## config.mk

```make
export PLATFORM = sky130hd
export DESIGN_NAME = async_fifo_dc
export DESIGN_NICKNAME = d
export VERILOG_FILES = /design/src/rtl/async_fifo_dc.sv
export SDC_FILE = /design/constraint.sdc
export NUM_CORES = 1
export LEC_CHECK = 0
export CAP_MARGIN = 40
export CORE_MARGIN = 2
export CORE_UTILIZATION = 65
export CTS_CLUSTER_DIAMETER = 60
export DETAILED_ROUTE_END_ITERATION = 10
export PLACE_DENSITY = 0.83
export SETUP_SLACK_MARGIN = 0.05
export SYNTH_ARGS = -nofsm -noshare
export SYNTH_HDL_FRONTEND = slang
export SYNTH_SLANG_ARGS = --single-unit
```

## constraint.sdc

```tcl
create_clock -name clk -period 9.7 [get_ports clk]
set_input_delay 1.94 -clock clk [delete_from_list [all_inputs] [get_ports clk]]
set_output_delay 1.94 -clock clk [all_outputs]
set_load 0.03 [all_outputs]
```

## src/rtl/async_fifo_dc.sv

```systemverilog
// Single-clock FIFO that keeps the wr*/rd* status views of the two-sided FIFO family.
// Register-array storage, registered read data, wrap-bit pointers for full/empty detection.
module async_fifo_dc #(
  parameter int FIFO_WIDTH = 8,
  parameter int FIFO_DEPTH = 130,
  localparam int ADDR_W = $clog2(FIFO_DEPTH + 1) - 1
) (
  input  logic                  clk,
  input  logic                  rst_n,
  input  logic                  wrreq,
  input  logic [FIFO_WIDTH-1:0] wrdin,
  output logic                  wrfull,
  output logic                  wrempty,
  output logic [ADDR_W-1:0]     wrusedw,
  input  logic                  rdreq,
  output logic [FIFO_WIDTH-1:0] rddout,
  output logic                  rdfull,
  output logic                  rdempty,
  output logic [ADDR_W-1:0]     rdusedw
);

  localparam int CAP = 1 << ADDR_W;

  typedef logic [ADDR_W:0] ptr_t;
  localparam ptr_t PTR_ONE = ptr_t'(1);

  logic [FIFO_WIDTH-1:0] mem [CAP];

  ptr_t              wr_ptr;
  ptr_t              rd_ptr;
  logic              full;
  logic              empty;
  logic              wr_en;
  logic              rd_en;
  logic [ADDR_W-1:0] usedw;

  // Wrap bits differing with equal addresses means the writer is a full lap ahead.
  assign full  = (wr_ptr[ADDR_W] != rd_ptr[ADDR_W]) &&
                 (wr_ptr[ADDR_W-1:0] == rd_ptr[ADDR_W-1:0]);
  assign empty = (wr_ptr == rd_ptr);
  assign usedw = wr_ptr[ADDR_W-1:0] - rd_ptr[ADDR_W-1:0];

  assign wr_en = wrreq && !full;
  assign rd_en = rdreq && !empty;

  // NOTE: the storage array has no reset; its contents are unreachable until written,
  // and leaving it out of reset lets it map onto plain register/RAM resources.
  always_ff @(posedge clk) begin
    if (wr_en) begin
      mem[wr_ptr[ADDR_W-1:0]] <= wrdin;
    end
  end

  // NOTE: sequential state uses non-blocking assignments so every register samples
  // the pre-edge values of its neighbours, independent of block ordering.
  always_ff @(posedge clk or negedge rst_n) begin
    if (!rst_n) begin
      wr_ptr <= '0;
      rd_ptr <= '0;
    end else begin
      if (wr_en) wr_ptr <= wr_ptr + PTR_ONE;
      if (rd_en) rd_ptr <= rd_ptr + PTR_ONE;
    end
  end

  // Read data holds between accepted reads, including across reads attempted while empty.
  always_ff @(posedge clk or negedge rst_n) begin
    if (!rst_n) begin
      rddout <= '0;
    end else if (rd_en) begin
      rddout <= mem[rd_ptr[ADDR_W-1:0]];
    end
  end

  assign wrfull  = full;
  assign rdfull  = full;
  assign wrempty = empty;
  assign rdempty = empty;
  assign wrusedw = usedw;
  assign rdusedw = usedw;

endmodule

```

Word level (Yosys, flattened, before mapping). Memory sizes are Yosys's and may differ from the RTL's. A register that Yosys moved wholly into a read port is not among the register bits. Cells that the tools add are included.

Register bits: 16. Bits in writable memories: 1024. Input bits: 12. Word-level logic and storage cells: 17. Memories: 1.

Add/sub/neg operators: 3. Eq/ne operators: 3. Multiplexer cells: 2. Reduce and logical (&&, ||, !) cells: 6.

Memory list: mem (words 128, bits a word 8, read ports 1, clocked after memory_dff 1, wr ports 1, RTL line 27) `logic [FIFO_WIDTH-1:0] mem [CAP];`.

Operator list (count): 8-bit by 1-bit adder with 8-bit output, second input constant (2); 8-bit equality test (1); 7-bit equality test (1); 7-bit subtractor (1); 1-bit logical AND (3); 1-bit zero test (3); 1-bit two-way mux (2); 1-bit inequality test (1).

Depth between registers and ports, before layout.
Word-level depth: 6. Mapped depth: 14.

Worst setup path before layout. OpenSTA, ideal clock, no wires.

Path kind: register to output. Start: register rd_ptr[1]. End: output wrusedw[6]. Arrival: 2.838 ns. Required time: 7.760 ns. Setup slack: 4.922 ns. Cell stages (with the launch flop): 14. Path buffers: 6. Cell sequence: dfrtp_1 buf_6 buf_12 buf_8 buf_6 buf_4 inv_1 fa_1 a21o_1 a21oi_1 o21bai_1 a21oi_1 xnor2_1 buf_4.

Word-level cells in the longest chain between the ends: 1.

Ends and longest elaborated chain: start, declared (RTL line 30) `ptr_t rd_ptr;`; start signal, assigned (RTL line 62) `if (rd_en) rd_ptr <= rd_ptr + PTR_ONE;`; 7-bit subtractor (RTL line 41) `assign usedw = wr_ptr[ADDR_W-1:0] - rd_ptr[ADDR_W-1:0];`; end, declared (RTL line 14) `output logic [ADDR_W-1:0] wrusedw,`.

No other way between the ends.

Final worst setup path.
Start: register rd_ptr[2]. End: output rdusedw[6].

Word-level cells in the longest chain between the ends: 1.

Ends and longest elaborated chain: 7-bit subtractor (RTL line 41); end, declared (RTL line 19) `output logic [ADDR_W-1:0] rdusedw`.

No other way between the ends.

==> metrics <==
pin count of the biggest net entering global routing 130; Pre-antenna DRT Iters 9; met3 routed wirelength 12400 um; DRC Markers 0; Max Clock Freq 156 MHz; startpoint type of the worst setup path flip-flop; via count 21.4k; synthesized cell area just over 0.04 mm2; # H-tree levels 3; final worst-path cycle share 0.660; status finished, final reports clean; routed wire length 98500 um; Layout area overhead 9.90%; Placeable Area around 0.063 mm2; #FFs+latches synth around 1.0k; Post-synth top cells edfxtp_1, mux2i_1, mux4_2, nor2_1, o22ai_1; Post-CTS Hold Buffers 0; maximum fanout along the worst path 50; Crit path required time 7.76 ns; Slew Limit Headroom 0.360; PD cells 284 mW/mm2; Synth async-reset ratio 0.0229; clk_skew 0.0266 ns; CP delay by family, top buffers and inverters; Final Hold Vio Count 0; final antenna-violating net count 0; EDFF count, synth roughly 1k; Initial DRC Count roughly 3.6k; total grt overflow 0; cell breakdown of the critical path buf_4 > inv_2 > buf_4 > ha_1 > a21o_1 > a21oi_1 > o21bai_1 > a21oi_1 > xnor2_1 > clkdlybuf4s50_1; # fillers 3370; Max Cap Viol 0; I/O Buffers 37; top routing layer used met4; CTS buffer count 94; vias in the first global route about 22k; Mean Syn Cell Area 19.6 um2; Reg area 0.0314 mm2; DIE AREA 0.0657 mm2; sequential share of the synthesized area 0.758; die width 256 um; Global Route Usage Sum 0.303; min-delay worst type reg -> reg; Routed wire per std cell 31.9 um; antenna violations before repair 1; Worst Setup End Kind output port; setup TNS 0 ns; Worst-Margin Slew 0.960 ns; Syn Nets 2132; # rows 92; Finish-stage setup viols 0; Gates resized, CTS repair 0; first-pass GRT wire length 145000 um; Final Wtd Congestion 0.940; Synth top area share 0.743; clk sinks 1048; Critical-path top delay cell buf_4; CTS tree yes; Synth area leaders edfxtp_1, mux4_2, mux2i_1, dfrtp_1, nor2_1; Clock Pin Slew Worst Setup and Hold Paths roughly 0.070 ns; Nets between 2k and 2.5k; count leader, synth edfxtp_1; area occupied by multi-input gates 0.00911 mm2; I/O pin cnt 38; layout cells sized above 1 0.161; Fin Hold WS roughly 0.50 ns; worst-case vdd ir drop ~290 uV; Clock Latency Late Sink 0.65 ns; Gate Count Post-Synth ~2.1k; Final Slew Violations 0; Yosys cell types 56; Routed met1 length 34800 um; Crit Path Class reg -> out; Vias/cell 6.95; Final WS setup 3.30 ns; RSZ-0062 raised after global routing no; CTS Root Cell clkbuf_16; fin crit period 6.40 ns; Synth Warn # 0; Synth area leader edfxtp_1; Critical path buffers and inverters 4; Synth Flop Type edfxtp_1; Detail Placement HPWL 57500 um; Worst Path Arrival 4.46 ns; initial cell density of the core 0.657; CTS Buffer Depth 3; # Post-CTS Setup Buffers 0; DR WL met2 47200 um; DP Worst Slack 4.10 ns; Die H 256 um; Lkg Pwr 14.6 nW; CP max stage delay between 0.7 and 0.8 ns
==> metal layers <==
layer  vias up  global-route usage
met4         0               0.115
li1       8712                   -
met5         -                   0
met3       268              0.0712
met1     10800               0.427
met2      1671               0.472
==> worst register-to-register path: cells and delay by family, from the launching register on <==
| family | cells | cell delay [ns] |
|---|---|---|
| flip-flops | 1 | 0.39 |
| buffers and inverters | 4 | 1.70 |
| adder cells (fa/ha/maj) | 1 | 0.50 |
| AND/OR/NAND/NOR | 6 | 2.06 |
==> placed cells by master, fill, tap and decap left out, types with 7 or more instances in the layout <==
master	instances
o21ai_0	35
clkbuf_1	19
nor3_1	10
nand2_1	49
a22oi_1	35
mux2i_1	238
o22ai_1	57
buf_4	43
xor2_1	7
o211ai_1	8
a211oi_1	18
edfxtp_1	1024
clkinv_2	19
nand3_1	17
inv_1	8
dfrtp_1	21
a221oi_1	10
xnor2_1	14
ha_1	8
clkbuf_16	96
nor2b_1	9
nor2_1	153
o221ai_1	18
bufinv_16	9
clkinv_1	18
a21oi_1	29
mux4_2	153
buf_16	11
clkdlybuf4s50_1	29
a311oi_1	8
==> power by group <==
| group | leakage, nW | total (mW) | internal (mW) | switching, mW |
|---|---|---|---|---|
| clock | 1.46 | 3.66 | 2.05 | 1.61 |
| sequential | 9.49 | 5.30 | 5.10 | 0.201 |
| combinational | 3.64 | 3.96 | 1.57 | 2.39 |
| total | 14.6 | 12.9 | 8.72 | 4.20 |
==> area by class of cell <==
type                            instances  area share
Antenna cell                            1   0.0000550
Clock buffer                          115      0.0544
Clock inverter                         54      0.0112
Inverter                               10    0.000825
Multi-Input combinational cell        929       0.200
Sequential cell                      1048       0.689
Tap cell                              846      0.0233
Timing Repair Buffer                   84      0.0206
==> registers in the layout, summed over array words and instances, names as in the netlist <==
name / flops
mem: 1024
rd_ptr: 8
rddout: 8
wr_ptr: 8
==> through the flow <==
stage / utilization / power, mW / cell area (um2) / std cells
after floorplan: - / 8.07 / 41400 / 2111
after global placement: 0.670 / 9.03 / 42200 / 2904
after detailed placement: 0.674 / 9.20 / 42400 / 2915
after CTS: 0.721 / 12.8 / 45400 / 3084
after global routing: 0.722 / 13.2 / 45500 / 3087
final: 0.722 / 12.9 / 45500 / 3087
==> cells by family after synthesis <==
| family | share of synthesized area |
|---|---|
| DFF | 0.758 |
| adders and majority gates | 0.00290 |
| and+or+nand+nor | 0.0269 |
| muxes | 0.146 |
| xor gates and xnor gates | 0.00444 |
| AOI/OAI and AO/OA | 0.0394 |
| buffers and inverters | 0.0229 |
==> final timing paths <==
path / start / end / slack, ns / cells after the start
setup / recovery: rd_ptr[2]$_DFFE_PN0P_ / rdusedw[6] / 3.30 / 10
setup reg to reg: rd_ptr[2]$_DFFE_PN0P_ / mem[2][5]$_DFFE_PP_ / 4.67 / 11
hold reg to reg: rd_ptr[7]$_DFFE_PN0P_ / rd_ptr[7]$_DFFE_PN0P_ / 0.50 / 1
hold / removal: rd_ptr[7]$_DFFE_PN0P_ / rd_ptr[7]$_DFFE_PN0P_ / 0.50 / 1
max in group asynchronous: rst_n / rd_ptr[0]$_DFFE_PN0P_ / 7.74 / 2
min in group asynchronous: rst_n / wr_ptr[4]$_DFFE_PN0P_ / 1.67 / 2
(Power assumes the default switching activity.)
